[src/rtl/alu_uart_master_pkg.sv]
// Shared definitions for the UART ALU link: FSM states, wire byte order, defaults.
// The responder side imports this same package.
package alu_uart_master_pkg;

    localparam int unsigned BUS_SIZE_DEF = 8;
    localparam int unsigned TIMEOUT_DEF  = 2_000_000;

    localparam int unsigned BYTE_OPA = 0;
    localparam int unsigned BYTE_OPB = 1;
    localparam int unsigned BYTE_OP  = 2;

    typedef enum logic [2:0] {
        ST_IDLE,
        ST_FLUSH,
        ST_SEND_A,
        ST_SEND_B,
        ST_SEND_OP,
        ST_WAIT_RX,
        ST_DONE,
        ST_TOUT
    } state_t;

    function automatic int unsigned op_width(input int unsigned bus_size);
        return bus_size - 2;
    endfunction

endpackage

[src/rtl/alu_uart_master_if.sv]
// uart_core FIFO handshake: TX push side and RX pop side.
interface alu_uart_master_if #(
    parameter int unsigned BUS_SIZE = 8
);
    logic                wr_uart;
    logic [BUS_SIZE-1:0] w_data;
    logic                tx_full;
    logic                rd_uart;
    logic [BUS_SIZE-1:0] r_data;
    logic                rx_empty;

    modport master (
        output wr_uart, w_data, rd_uart,
        input  tx_full, r_data, rx_empty
    );

    modport slave (
        input  wr_uart, w_data, rd_uart,
        output tx_full, r_data, rx_empty
    );
endinterface

[src/rtl/alu_uart_timeout.sv]
// Transaction watchdog: cleared on start, counts while enabled, flags the last allowed cycle.
module alu_uart_timeout #(
    parameter int unsigned LIMIT = 2_000_000
) (
    input  logic i_clk,
    input  logic i_reset,
    input  logic i_clear,
    input  logic i_enable,
    output logic o_expired
);
    localparam int unsigned TO_W = $clog2(LIMIT + 1);

    logic [TO_W-1:0] count;

    always_ff @(posedge i_clk or negedge i_reset) begin
        if (!i_reset) begin
            count <= '0;
        end else if (i_clear) begin
            count <= '0;
        end else if (i_enable) begin
            count <= count + 1'b1;
        end
    end

    assign o_expired = i_enable && (count == TO_W'(LIMIT - 1));
endmodule

[src/rtl/alu_uart_master.sv]
// Initiator for the UART ALU link: sends opA, opB, opCode as three bytes, then
// pops a single result byte, reporting done or timeout.
module alu_uart_master
    import alu_uart_master_pkg::*;
#(
    parameter int unsigned BUS_SIZE = BUS_SIZE_DEF,
    parameter int unsigned TIMEOUT  = TIMEOUT_DEF
) (
    input  logic                i_clk,
    input  logic                i_reset,
    input  logic                i_start,
    input  logic [BUS_SIZE-1:0] i_op_a,
    input  logic [BUS_SIZE-1:0] i_op_b,
    input  logic [BUS_SIZE-3:0] i_op_code,
    output logic                o_busy,
    output logic                o_done,
    output logic                o_timeout,
    output logic [BUS_SIZE-1:0] o_result,
    alu_uart_master_if.master   uart
);
    localparam int unsigned OP_W = op_width(BUS_SIZE);

    state_t              state;
    logic [BUS_SIZE-1:0] tx_bytes [3];
    logic [OP_W-1:0]     op_code;
    logic                in_flight;
    logic                sending;
    logic                push;
    logic                pop_reply;
    logic                expired;

    assign in_flight = (state inside {[ST_FLUSH:ST_WAIT_RX]});
    assign sending   = (state inside {[ST_SEND_A:ST_SEND_OP]});
    assign push      = sending && !uart.tx_full;
    assign pop_reply = (state == ST_WAIT_RX) && !uart.rx_empty;

    assign tx_bytes[BYTE_OP] = {2'b00, op_code};

    alu_uart_timeout #(
        .LIMIT(TIMEOUT)
    ) u_timeout (
        .i_clk    (i_clk),
        .i_reset  (i_reset),
        .i_clear  ((state == ST_IDLE) && i_start),
        .i_enable (in_flight),
        .o_expired(expired)
    );

    always_ff @(posedge i_clk or negedge i_reset) begin
        if (!i_reset) begin
            state            <= ST_IDLE;
            tx_bytes[BYTE_OPA] <= '0;
            tx_bytes[BYTE_OPB] <= '0;
            op_code          <= '0;
            o_result         <= '0;
        end else begin
            case (state)
                ST_IDLE: begin
                    if (i_start) begin
                        tx_bytes[BYTE_OPA] <= i_op_a;
                        tx_bytes[BYTE_OPB] <= i_op_b;
                        op_code            <= i_op_code;
                        state              <= ST_FLUSH;
                    end
                end
                ST_FLUSH: begin
                    if (expired)             state <= ST_TOUT;
                    else if (uart.rx_empty)  state <= ST_SEND_A;
                end
                ST_SEND_A: begin
                    if (expired)   state <= ST_TOUT;
                    else if (push) state <= ST_SEND_B;
                end
                ST_SEND_B: begin
                    if (expired)   state <= ST_TOUT;
                    else if (push) state <= ST_SEND_OP;
                end
                ST_SEND_OP: begin
                    if (expired)   state <= ST_TOUT;
                    else if (push) state <= ST_WAIT_RX;
                end
                ST_WAIT_RX: begin
                    // a reply arriving on the limit cycle still counts as success
                    if (pop_reply) begin
                        o_result <= uart.r_data;
                        state    <= ST_DONE;
                    end else if (expired) begin
                        state <= ST_TOUT;
                    end
                end
                ST_DONE: state <= ST_IDLE;
                ST_TOUT: state <= ST_IDLE;
                default: state <= ST_IDLE;
            endcase
        end
    end

    always_comb begin
        uart.w_data = '0;
        case (state)
            ST_SEND_A:  uart.w_data = tx_bytes[BYTE_OPA];
            ST_SEND_B:  uart.w_data = tx_bytes[BYTE_OPB];
            ST_SEND_OP: uart.w_data = tx_bytes[BYTE_OP];
            default:    uart.w_data = '0;
        endcase
    end

    assign uart.wr_uart = push;
    assign uart.rd_uart = ((state == ST_FLUSH) || (state == ST_WAIT_RX)) && !uart.rx_empty;
    assign o_busy       = (state != ST_IDLE);
    assign o_done       = (state == ST_DONE);
    assign o_timeout    = (state == ST_TOUT);
endmodule

[src/flat_wrapper.sv]
// flat-port wrapper written by rule: the top's interface ports become plain ports
module alu_uart_master_flat import alu_uart_master_pkg::*;
#(
    parameter int unsigned BUS_SIZE = BUS_SIZE_DEF,
    parameter int unsigned TIMEOUT  = TIMEOUT_DEF
)
  (i_clk, i_reset, i_start, i_op_a, i_op_b, i_op_code, o_busy, o_done, o_timeout, o_result, uart_wr_uart, uart_w_data, uart_rd_uart, uart_tx_full, uart_r_data, uart_rx_empty);
  alu_uart_master_if #(.BUS_SIZE(BUS_SIZE)) uart_i ();
  input  logic i_clk;
  input  logic i_reset;
  input  logic i_start;
  input  logic [BUS_SIZE-1:0] i_op_a;
  input  logic [BUS_SIZE-1:0] i_op_b;
  input  logic [BUS_SIZE-3:0] i_op_code;
  output logic o_busy;
  output logic o_done;
  output logic o_timeout;
  output logic [BUS_SIZE-1:0] o_result;
  output wire logic [$bits(uart_i.wr_uart)-1:0] uart_wr_uart;
  output wire logic [$bits(uart_i.w_data)-1:0] uart_w_data;
  output wire logic [$bits(uart_i.rd_uart)-1:0] uart_rd_uart;
  input wire logic [$bits(uart_i.tx_full)-1:0] uart_tx_full;
  input wire logic [$bits(uart_i.r_data)-1:0] uart_r_data;
  input wire logic [$bits(uart_i.rx_empty)-1:0] uart_rx_empty;
  assign uart_wr_uart = uart_i.wr_uart;
  assign uart_w_data = uart_i.w_data;
  assign uart_rd_uart = uart_i.rd_uart;
  assign uart_i.tx_full = uart_tx_full;
  assign uart_i.r_data = uart_r_data;
  assign uart_i.rx_empty = uart_rx_empty;
  alu_uart_master #(.BUS_SIZE(BUS_SIZE), .TIMEOUT(TIMEOUT)) u_core (.i_clk(i_clk), .i_reset(i_reset), .i_start(i_start), .i_op_a(i_op_a), .i_op_b(i_op_b), .i_op_code(i_op_code), .o_busy(o_busy), .o_done(o_done), .o_timeout(o_timeout), .o_result(o_result), .uart(uart_i));
endmodule
[config.mk]
export PLATFORM = sky130hd
export DESIGN_NAME = alu_uart_master_flat
export DESIGN_NICKNAME = d
export VERILOG_FILES = /design/src/rtl/alu_uart_master_pkg.sv /design/src/rtl/alu_uart_master_if.sv /design/src/rtl/alu_uart_timeout.sv /design/src/rtl/alu_uart_master.sv /design/src/flat_wrapper.sv
export SDC_FILE = /design/constraint.sdc
export NUM_CORES = 1
export LEC_CHECK = 0
export BUFFER_PORTS_ARGS = -buffer_cell sky130_fd_sc_hd__buf_2
export CORE_MARGIN = 8
export CORE_UTILIZATION = 50
export DETAILED_ROUTE_END_ITERATION = 8
export GPL_TIMING_DRIVEN = 0
export MAX_ROUTING_LAYER = met4
export PLACE_DENSITY = 0.79
export SLEW_MARGIN = 10
export SYNTH_ARGS = -nofsm -noshare
export SYNTH_HDL_FRONTEND = slang
export SYNTH_SLANG_ARGS = --single-unit
[constraint.sdc]
create_clock -name i_clk -period 3.27 [get_ports i_clk]
set_clock_uncertainty 0.15 [all_clocks]
set_input_delay 0 -clock i_clk [delete_from_list [all_inputs] [get_ports i_clk]]
set_output_delay 0 -clock i_clk [all_outputs]
set_load 0.03 [all_outputs]
-- Word-level counts from Yosys, hierarchy flattened
Cells that the tools add are included.
- multiplexer cells: 15
- reduce and logical (&&, ||, !) cells: 17
- eq/ne operators: 14
- $add $sub $neg: 1
- $lt $le $gt $ge: 4
- operator list (cell ; number):
    $mux W21 ; 2
    $mux W3 ; 11
    $pmux W8 S3 ; 1
    $add A21 B1 Y21 const B ; 1
    $eq A21 B21 Y1 const B ; 1
    $pmux W3 S7 ; 1
    $eq A3 B3 Y1 const B ; 4
    $ne A3 B2 Y1 const B ; 4
    $logic_and A1 B1 Y1 ; 7
    $eq A3 B2 Y1 const B ; 2
    $le A3 B3 Y1 const B ; 2
    $reduce_and A6 Y1 ; 1
    $reduce_and A2 Y1 ; 2
    $eq A3 B1 Y1 const B ; 1
    $ge A3 B1 Y1 const B ; 1
    $ge A3 B2 Y1 const B ; 1
    $logic_not A3 Y1 ; 1
    $ne A3 B1 Y1 const B ; 1
    $reduce_bool A3 Y1 ; 1
    $logic_not A1 Y1 ; 2
    $ne A2 B2 Y1 const B ; 1
    $reduce_bool A2 Y1 ; 1
    $reduce_or A2 Y1 ; 1
    $logic_or A1 B1 Y1 ; 1
- bits in registers: 54
- bits of input ports: 35
- output and inout port bits: 21
- word-level logic and storage cells: 57

-- Longest topological paths before layout
Gate-level depths: netlist (run 1).
- depth after elaboration: 6
- depth in mapped cells: 8

-- Cells and area by module
Synthesis (run 1) repeated with hierarchy kept, for this count alone.
- cell total of the unflattened synthesis: 248
- area total of the unflattened synthesis: 2841.5 um2
- modules (own cells, without submodules) (module ; times used ; seq. area each (um2) ; area an instance (um2) ; cells an instance):
    alu_uart_master ; 1 ; 825.8 ; 1711.6 ; 129
    alu_uart_timeout ; 1 ; 525.5 ; 1129.8 ; 119

-- Worst setup path before layout (run 1)
OpenSTA, ideal clock, no wires.
- path kind: flip-flop to output port
- start: reg u_core.state[1]
- end: out uart_w_data[1]
- buffers on the path: 2
- stages on the path, launching flop included: 7
- required time: 3120 ps
- path slack: 1311 ps
- arrival time: 1809 ps
- cell sequence: dfrtp_1 -> buf_2 -> inv_1 -> nor2_1 -> clkbuf_1 -> a22oi_1 -> o21ai_0
- word-level cells in the longest chain between the ends: 2
- ends and longest elaborated chain (what ; line ; RTL):
    start: declaration ; alu_uart_master.sv:23 ; state_t state;
    start signal: assignment ; alu_uart_master.sv:51 ; state <= ST_IDLE;
    start signal: assignment ; alu_uart_master.sv:63 ; state <= ST_FLUSH;
    start signal: assignment ; alu_uart_master.sv:67 ; if (expired) state <= ST_TOUT;
    $eq A3 B3 Y1 or $eq A3 B2 Y1 (tied branches) ; alu_uart_master.sv:100 ; case (state)
    $pmux W8 S3 (*) ; alu_uart_master.sv:100 ;
    end: declaration ; flat_wrapper.sv:20 ; output wire logic [$bits(uart_i.w_data)-1:0] uart_w_data;
Every way passes the cells marked *; elsewhere a longest branch is shown, timed or not.

-- Worst setup path after layout (run 1)
- start: reg u_core.state[1]
- end: reg u_core.state[0]
- word-level cells in the longest chain between the ends: 5
- ends and longest elaborated chain (what ; line ; RTL):
    $ge A3 B1 Y1, or another cell as far along ; alu_uart_master.sv:32 ; assign in_flight = (state inside {[ST_FLUSH:ST_WAIT_RX]});
    $logic_and A1 B1 Y1, on equally long branches ; alu_uart_master.sv:32, alu_uart_master.sv:33 ;
    $logic_and A1 B1 Y1, on equally long branches ; alu_uart_timeout.sv:25, alu_uart_master.sv:34 ;
    $ne A3 B1 Y1 (no line), or another cell as far along ; n/a ;
    $reduce_and A6 Y1 (no line) or $pmux W3 S7 (tied branches) ; n/a ;
Several ways; a longest one is shown, not always the timed one.
A chain may end at the register's enable or synchronous reset.

==> results of run 1 <==
[cell usage after synthesis, drive strengths merged, types with 2 or more instances]
library cell  number
a21oi             10
xnor2             12
nand2             17
buf                8
or2                2
inv                6
xor2               3
nor4               5
nor4b              3
or3                5
o21ai             13
nor3               9
nand3              6
mux2              31
a211oi             2
clkbuf             4
nor2              27
a22oi              6
dfrtp             54
nand4              4
and3               2
mux2i              3
[power by group through the flow]
stage	registers (W)	logic (W)	clock network, W
6_report	0.00106	0.00128	0.000441
5_1_grt	0.00109	0.00139	0.000478
4_1_cts	0.00105	0.00128	0.000452
3_5_place_dp	0.00106	0.00123	0
3_3_place_gp	0.00105	0.00120	0
2_1_floorplan	0.00113	0.000827	0
[cells by family after synthesis]
| kind of cell | share of synthesized area, % |
|---|---|
| buffers and inverters | 3.125 |
| and+or+nand+nor | 18.13 |
| AOI/OAI and AO/OA | 7.813 |
| DFF | 51.14 |
| xor gates and xnor gates | 4.972 |
| adders and majority gates | 0.4734 |
| muxes | 14.35 |
[repair_timing]
action                                 in CTS  in global routing
hold buffers                               34                  0
endpoints found under the hold margin      87                  0
gates resized for setup                     0                  0
[sequential cells by signal, summed over array words and instances, names as in the netlist]
| name | flops |
|---|---|
| u_core.tx_bytes | 16 |
| u_core.state | 3 |
| u_core.u_timeout.count | 21 |
| u_core.o_result | 8 |
| u_core.op_code | 6 |
[critical path, cell delays in order, from the launching register on]
cell	delay, ps
dfrtp_1	380
buf_2	190
nand2_1	220
nand4b_4	230
nor4_4	490
a2bb2oi_1	230
o22ai_1	100
dlygate4sd3_1	570
[metrics by stage]
step / utilization, % / hold slack (ps)
after floorplan: - / -445.6
after global placement: 58.84 / 81.65
after detailed placement: 58.84 / 85.01
after CTS: 67.64 / 61.70
after global routing: 67.69 / 54.08
final: 67.69 / 61.22
[worst max-delay path by stage]
stage | to | slack (ps) | cells after the start
detailed placement | u_core.state[0] | 1170 | 6
global route | u_core.state[0] | 440 | 7
floorplan | uart_w_data[1] | 1310 | 6
CTS | u_core.state[0] | 610 | 7
finish | u_core.state[0] | 600 | 7
global placement | u_core.state[0] | 1200 | 6
[cell type report]
cell class | instances | area, um2 | share of cell area (%)
clock inverter | 3 | 40.04 | 1.158
inverter | 6 | 22.52 | 0.6515
buffer | 12 | 60.06 | 1.737
multi-input combinational | 170 | 1209 | 34.96
clock buffer | 5 | 68.82 | 1.991
tap | 70 | 87.58 | 2.533
timing repair buffer | 89 | 618.1 | 17.88
sequential | 54 | 1351 | 39.09
[routing by layer]
metal,routed length (um),up-vias,global-route usage [%],share of wire [%]
li1,-,1048,-,-
met3,275,14,3.900,4.4
met2,3183,69,30.19,51
met5,0,-,-,0
met1,2662,1024,20.59,43
met4,119,0,5.223,1.9
==> flow_metrics.py, run 1 <==
metrics = {
    "run_status": {
        "status": "finished clean",
    },
    "sta": {
        "min_period_ps": 2670,
        "finalSetupViolCount": 0,
        "worst_slack_ps": 600.0,
        "slew_viol_final": 0,
        "max_slew_margin_pct": 42.81,
        "max_freq_ghz": 0.3745,
        "hold_violations": 0,
        "final.setup.tns_ps": 0,
        "rsz0062_at_grt": "no",
        "worst_pin_slew_ps": 850.8,
        "min_period_over_period_pct": 81.65,
    },
    "global_route": {
        "grt_pass1_vias": 2257,
        "antenna_found_initial": 0,
        "grt_max_degree": 55,
        "grt_usage_pct": 17.83,
        "grt_pass1_wl_um": 10760,
        "grt_overflow_total": 0,
    },
    "setup_path": {
        "r2r_slack_ps": 600,
        "endpoint_kind": "flip-flop",
        "startpoint_type": "flip-flop",
        "required_ps": 3310,
        "rr_endpoint": "u_core.state[0]",
        "arrival_ps": 2710,
        "r2r_cells": 7,
        "critPathMaxFanout": 10,
        "cp-startpoint": "u_core.state[1]",
        "reg2reg_from": "u_core.state[1]",
        "crit_type": "flip-flop to flip-flop",
    },
    "clock_network": {
        "cts-root-buf": "clkbuf_8",
        "insertion_delay_ps": 300,
        "clock_sinks": 54,
        "cts_tree": "yes",
        "htree_levels": 2,
        "cts_setup_buffers": 0,
        "cts_buffers": 5,
        "clockBufferDepth": 2,
        "clk_pin_slew_ps": 90,
    },
    "synthesis": {
        "synth_warnings": 0,
        "synth_flop_cell": "dfrtp_1",
        "syn-num-nets": 278,
        "synth-seq-area-share_pct": 51.14,
        "netlist_top_cells_area": "dfrtp_1, mux2_2, xnor2_1",
        "syn-instance-count": 242,
        "synth.distinct_cells": 36,
        "syn_area_mm2": 0.002643,
        "async_reset_ff_share_pct": 100.0,
        "ys_ff_latch": 54,
        "synth_edf_count": 0,
        "synth_top_cell_by_area": "dfrtp_1",
        "synth.avg_cell_area_um2": 10.92,
        "yosys.area.top_type_share_pct": 51.14,
    },
    "floorplanning": {
        "design.portCount": 56,
        "chipHeight_um": 88.70,
        "start_util_pct": 51.74,
        "fp.dieArea_mm2": 0.007868,
        "row_count": 26,
        "fp.dieW_um": 88.70,
        "core_mm2": 0.005107,
    },
    "placed_design": {
        "dp_hpwl_um": 4147,
        "gp_congestion": 0.8316,
        "dp.cells": 367,
        "place_area_mm2": 0.003005,
        "io_buffer_count": 55,
        "dpl_worst_slack_ps": 1171,
    },
    "power_and_ir_drop": {
        "p_seq_share_pct": 38.0,
        "cell_internal_pwr_w": 0.001657,
        "combinationalPowerShare_pct": 46.1,
        "power_density_mw_per_mm2": 804.2,
        "vdd.ir_drop.worst_v": 0.0006138,
        "power_w": 0.002780,
        "clkPwrFrac_pct": 15.9,
        "p_sw_w": 0.001123,
        "p_sw_share_pct": 40.40,
        "leakage_nw": 1.551,
    },
    "min_path": {
        "holdPathStages": 3,
        "holdPathEnd": "u_core.op_code[0]",
        "hp-start": "i_start",
        "min_path_type": "primary input to flip-flop",
    },
    "cells_and_area": {
        "n_fill_cell": 376,
        "layout_common_cells": "buf_2, dfrtp_1, dlygate4sd3_1, mux2_2, nor2_1",
        "final_nets": 374,
        "design_area_mm2": 0.003457,
        "layout.cells.non_filler": 409,
        "syn_to_final_growth_pct": 30.82,
        "num_antenna_cells": 0,
        "final_common_cell": "buf_2",
        "drive_above_1_share_pct": 32.15,
    },
    "route": {
        "dr.pass1.iters": 4,
        "vias_per_cell": 5.269,
        "post-route-drc-count": 0,
        "drt-total-wl_um": 6240,
        "post_drt_wl_per_cell_um": 15.26,
        "first_iter_violations": 94,
        "ant_nets": 0,
        "vias": 2155,
    },
    "run": {
        "maxCapViolations": 0,
    },
}
No activity file was read; power rests on OpenSTA's default activity.
==> run 2, diff against run 1 <==
==> constraint.sdc (replaced) <==
create_clock -name i_clk -period 2.6 [get_ports i_clk]
set_clock_uncertainty 0.15 [all_clocks]
set_input_delay 0 -clock i_clk [delete_from_list [all_inputs] [get_ports i_clk]]
set_output_delay 0 -clock i_clk [all_outputs]
set_load 0.03 [all_outputs]
==> run 2 against run 1 <==
Wire length increased by 0.75%; worst hold slack gained 61 ps; sequential share of layout area did not move; clock power is 26% higher; combinational power rose by 25%; final cell count stayed put; first-iteration DRC count down 21%.
==> flow_metrics.py, run 2 (synthesis gave the netlist of run 1 again) <==
metrics = {
    "power_and_ir_drop": {
        "vdd.ir_drop.worst_v": 0.0009836,
        "leakage_nw": 1.551,
        "power_density_mw_per_mm2": 1008,
    },
    "route": {
        "ant_nets": 0,
        "post-route-drc-count": 0,
        "dr.pass1.iters": 4,
        "post_drt_wl_per_cell_um": 15.37,
        "vias": 2149,
        "drt-total-wl_um": 6287,
        "vias_per_cell": 5.254,
        "first_iter_violations": 74,
    },
    "floorplanning": {
        "design.portCount": 56,
        "row_count": 26,
        "start_util_pct": 51.74,
        "fp.dieArea_mm2": 0.007868,
        "chipHeight_um": 88.70,
        "core_mm2": 0.005107,
        "fp.dieW_um": 88.70,
    },
    "clock_network": {
        "cts_buffers": 5,
        "clock_sinks": 54,
        "htree_levels": 2,
        "clockBufferDepth": 2,
        "clk_pin_slew_ps": 100,
        "cts_tree": "yes",
        "cts-root-buf": "clkbuf_8",
        "post_cts_resized": 0,
        "insertion_delay_ps": 300,
    },
    "global_route": {
        "grt_max_degree": 55,
        "grt_pass1_vias": 2238,
        "grt_pass1_wl_um": 10810,
        "grt_usage_pct": 17.85,
        "antenna_found_initial": 0,
        "grt_overflow_total": 0,
    },
    "sta": {
        "final.setup.tns_ps": 0,
        "rsz0062_at_grt": "no",
        "min_period_ps": 2283,
        "worst_pin_slew_ps": 868.0,
        "slew_viol_final": 0,
        "hold_violations": 0,
        "min_period_over_period_pct": 87.80,
        "finalSetupViolCount": 0,
        "max_slew_margin_pct": 41.65,
        "worst_slack_ps": 317.3,
        "max_freq_ghz": 0.4381,
    },
    "setup_path": {
        "endpoint_kind": "output port",
        "startpoint_type": "flip-flop",
        "critPathMaxFanout": 10,
        "required_ps": 2450,
        "arrival_ps": 2130,
        "crit_type": "flip-flop to output port",
        "r2r_slack_ps": 480,
    },
    "cells_and_area": {
        "largest_register_ffs": 21,
        "final_common_cell": "buf_2",
        "num_antenna_cells": 0,
        "drive_above_1_share_pct": 32.15,
        "largestRegisters": "u_core.u_timeout.count x21, u_core.tx_bytes x16, u_core.o_result x8",
        "layout_common_cells": "buf_2, dfrtp_1, dlygate4sd3_1, mux2_2, nor2_1",
        "syn_to_final_growth_pct": 30.82,
        "final_nets": 374,
        "n_fill_cell": 380,
        "largest-register": "u_core.u_timeout.count",
    },
    "placed_design": {
        "dp_hpwl_um": 4147,
        "dpl_worst_slack_ps": 500.6,
        "io_buffer_count": 55,
        "gp_congestion": 0.8316,
    },
    "min_path": {
        "min_path_type": "primary input to async pin",
    },
    "run": {
        "maxCapViolations": 0,
    },
    "run_status": {
        "status": "finished clean",
    },
}
-- run 2: cell counts in the layout (fill, tap and decap cells not counted) --
Identical to the previous run, type by type.
-- run 2: per-stage QoR --
step	cells	area (um2)	utilization, %	total power (W)	hold WS (ps)
CTS	409	3455	67.64	0.003471	298.6
global placement	367	3005	58.84	0.002822	81.65
finish	409	3457	67.69	0.003484	122.7
detailed placement	367	3005	58.84	0.002880	85.01
global route	409	3457	67.69	0.003702	179.1
floorplan	242	2643	-	0.002458	-445.6
-- run 2: worst paths after layout --
check / startpoint / end / depth (start not counted)
max: u_core.state[1] / uart_w_data[5] / 7
min: i_reset / u_core.u_timeout.count[5] / 2
max reg2reg: u_core.state[1] / u_core.state[1] / 6
min reg2reg: u_core.o_result[5] / u_core.o_result[5] / 1
max in group asynchronous: i_reset / u_core.u_timeout.count[12] / 2
min in group i_clk: i_op_b[6] / u_core.tx_bytes[14] / 3
-- run 2: power by group --
group          switching [W]  internal, W
Clock               0.000273     0.000284
Combinational       0.000957     0.000641
Sequential          0.000186      0.00114
-- run 2: layout make-up --
type,instances,area [um2],share of cell area (%)
multi-input cells,170,1209,34.96
repair buffers,89,618.1,17.88
flip-flops and latches,54,1351,39.09
clock inverters,3,40.04,1.158
clock buffers,5,68.82,1.991
plain buffers,12,60.06,1.737
inverters,6,22.52,0.6515
well taps,70,87.58,2.533
-- run 2: critical path, stage by stage, from the launching register on --
cell and delay (ps):
dfrtp_1 350, buf_2 230, inv_1 130, nor2_1 150, clkbuf_1 370, a22oi_1 150
o21ai_0 200, buf_2 240
-- run 2: metal layers --
metal	GRT usage [%]	wire [um]	vias up
met3	4.271	309	10
met2	30.32	3211	57
met4	4.147	74	0
li1	-	-	1046
met5	-	0	-
met1	20.70	2691	1036
-- run 2: what timing repair did --
| action | 4_1_cts | 5_1_grt |
|---|---|---|
| endpoints found under the hold margin | 87 | 0 |
| setup buffers | 0 | 0 |
| hold buffers | 34 | 0 |
==> run 3, diff against run 2 <==
==> constraint.sdc (replaced) <==
create_clock -name i_clk -period 2.28 [get_ports i_clk]
set_clock_uncertainty 0.15 [all_clocks]
set_input_delay 0 -clock i_clk [delete_from_list [all_inputs] [get_ports i_clk]]
set_output_delay 0 -clock i_clk [all_outputs]
set_load 0.03 [all_outputs]
==> run 3 against run 2 <==
Register-to-register slack worse by 330 ps; global-route usage is the same; worst hold slack worse by 0.89 ps; die area did not move; sequential cell count did not move; clock power is 13% higher; first-iteration DRC count increased by 26%; cell area grew 0.25%; sequential share of layout area shrank 0.099 points; non-clock buffer count is the same; combinational power rose by 14%; final cell count stayed put; critical path type is now flip-flop to flip-flop; critical endpoint is now u_core.state[1].
==> flow_metrics.py, run 3 (synthesis gave the netlist of run 1 again) <==
metrics = {
    "global_route": {
        "grt_usage_pct": 17.85,
        "grt_overflow_total": 0,
        "antenna_found_initial": 0,
        "grt_max_degree": 55,
        "grt_pass1_vias": 2238,
        "grt_pass1_wl_um": 10810,
    },
    "run_status": {
        "status": "finished clean",
    },
    "cells_and_area": {
        "num_antenna_cells": 0,
        "final_nets": 374,
        "largestRegisters": "u_core.u_timeout.count x21, u_core.tx_bytes x16, u_core.o_result x8",
        "largest_register_ffs": 21,
        "largest-register": "u_core.u_timeout.count",
        "n_fill_cell": 375,
        "multi_input_comb_area_mm2": 0.001216,
        "final_common_cell": "buf_2",
        "layout.cells.non_filler": 409,
        "drive_above_1_share_pct": 33.04,
        "syn_to_final_growth_pct": 31.16,
        "layout_common_cells": "buf_2, dfrtp_1, dlygate4sd3_1, mux2_2, nor2_1",
        "seqCellArea_mm2": 0.001351,
    },
    "run": {
        "maxCapViolations": 0,
    },
    "sta": {
        "worst_pin_slew_ps": 854.8,
        "final.setup.tns_ps": 0,
        "finalSetupViolCount": 0,
        "min_period_ps": 2130,
        "max_slew_margin_pct": 42.54,
        "hold_violations": 0,
        "slew_viol_final": 0,
        "min_period_over_period_pct": 93.44,
        "rsz0062_at_grt": "no",
        "max_freq_ghz": 0.4694,
    },
    "min_path": {
        "min_path_type": "primary input to async pin",
    },
    "power_and_ir_drop": {
        "p_sw_w": 0.001614,
        "combinationalPowerShare_pct": 46.0,
        "leakage_nw": 1.554,
        "vdd.ir_drop.worst_v": 0.001111,
        "clkPwrFrac_pct": 15.9,
        "power_w": 0.003979,
        "power_density_mw_per_mm2": 1148,
        "p_sw_share_pct": 40.56,
        "cell_internal_pwr_w": 0.002365,
        "p_seq_share_pct": 38.1,
    },
    "clock_network": {
        "clockBufferDepth": 2,
        "cts_setup_buffers": 0,
        "clock_sinks": 54,
        "cts_buffers": 5,
        "cts_tree": "yes",
        "clk_pin_slew_ps": 90,
        "cts-root-buf": "clkbuf_8",
        "htree_levels": 2,
        "insertion_delay_ps": 300,
    },
    "setup_path": {
        "r2r_slack_ps": 150,
        "crit_type": "flip-flop to flip-flop",
        "critPathSlowestCell": "nor4_4",
        "endpoint_kind": "flip-flop",
        "critPathMaxStageDelay_ps": 500,
        "arrival_ps": 2190,
        "cp_num_buf_inv": 1,
        "startpoint_type": "flip-flop",
        "required_ps": 2340,
        "worstPathCellList": "buf_2 -> nand2_1 -> nand4b_4 -> nor4_4 -> o31ai_1 -> a211oi_1",
        "critPathMaxFanout": 10,
        "crit_family": "simple AND/OR/NAND/NOR gates",
    },
    "floorplanning": {
        "fp.dieArea_mm2": 0.007868,
        "start_util_pct": 51.74,
        "core_mm2": 0.005107,
        "row_count": 26,
        "fp.dieW_um": 88.70,
        "chipHeight_um": 88.70,
        "design.portCount": 56,
    },
    "route": {
        "post_drt_wl_per_cell_um": 15.28,
        "first_iter_violations": 93,
        "dr.pass1.iters": 4,
        "ant_nets": 0,
        "post-route-drc-count": 0,
        "vias": 2161,
        "drt-total-wl_um": 6249,
        "vias_per_cell": 5.284,
    },
    "placed_design": {
        "dp_hpwl_um": 4147,
        "gp_congestion": 0.8316,
        "io_buffer_count": 55,
        "dp.cells": 367,
    },
}
run 3: final cells by class:
cell class / instances / share of cell area [%]
buffer: 12 / 1.769
clock buffer: 5 / 1.986
clock inverter: 3 / 1.155
inverter: 6 / 0.6498
multi-input combinational: 170 / 35.09
sequential: 54 / 38.99
tap: 70 / 2.527
timing repair buffer: 89 / 17.83
run 3: stage by stage:
| stage | hold slack, ps | instance area [um2] | worst slack (ps) | utilization [%] |
|---|---|---|---|---|
| final | 121.8 | 3466 | 149.6 | 67.86 |
| after global routing | 179.1 | 3466 | 4.220 | 67.86 |
| after CTS | 298.6 | 3455 | 56.55 | 67.64 |
| after detailed placement | 85.01 | 3005 | 180.6 | 58.84 |
| after global placement | 81.65 | 3005 | 206.9 | 58.84 |
| after floorplan | -445.6 | 2643 | 320.8 | - |
run 3: metal layers:
metal	routed length [um]	GRT usage, %	vias up
met5	0	-	-
met4	74	4.147	0
met3	305	4.271	10
met2	3212	30.32	59
met1	2656	20.70	1044
li1	-	-	1048
run 3: worst paths after layout:
kind                                         start                          to  cells past startpoint
worst max-delay path               u_core.state[1]             u_core.state[1]                      6
worst min-delay path                       i_reset   u_core.u_timeout.count[9]                      2
worst max register to register     u_core.state[1]             u_core.state[1]                      6
worst min register to register  u_core.o_result[5]          u_core.o_result[5]                      1
max in group asynchronous                  i_reset  u_core.u_timeout.count[12]                      2
min in group i_clk                       i_op_b[3]         u_core.tx_bytes[11]                      3
run 3: worst reg2reg max path: cells and delay by family (launching register included):
kind                   cells  cell delay [ps]
AO/OA/AOI/OAI              2              360
buffers and inverters      1              190
AND/OR/NAND/NOR            3              950
flip-flops                 1              390
run 3: power by group through the flow:
| stage | Sequential, W | Combinational [W] | Clock [W] |
|---|---|---|---|
| after floorplan | 0.00162 | 0.00119 | 0 |
| after global placement | 0.00150 | 0.00172 | 0 |
| after detailed placement | 0.00152 | 0.00176 | 0 |
| after CTS | 0.00150 | 0.00181 | 0.000648 |
| after global routing | 0.00156 | 0.00199 | 0.000685 |
| final | 0.00152 | 0.00183 | 0.000631 |
run 3: what timing repair did:
item                                   in CTS  in global routing
setup endpoints to repair                   0                  7
hold buffers                               34                  0
endpoints found under the hold margin      87                  0
gates resized for setup                     0                  5
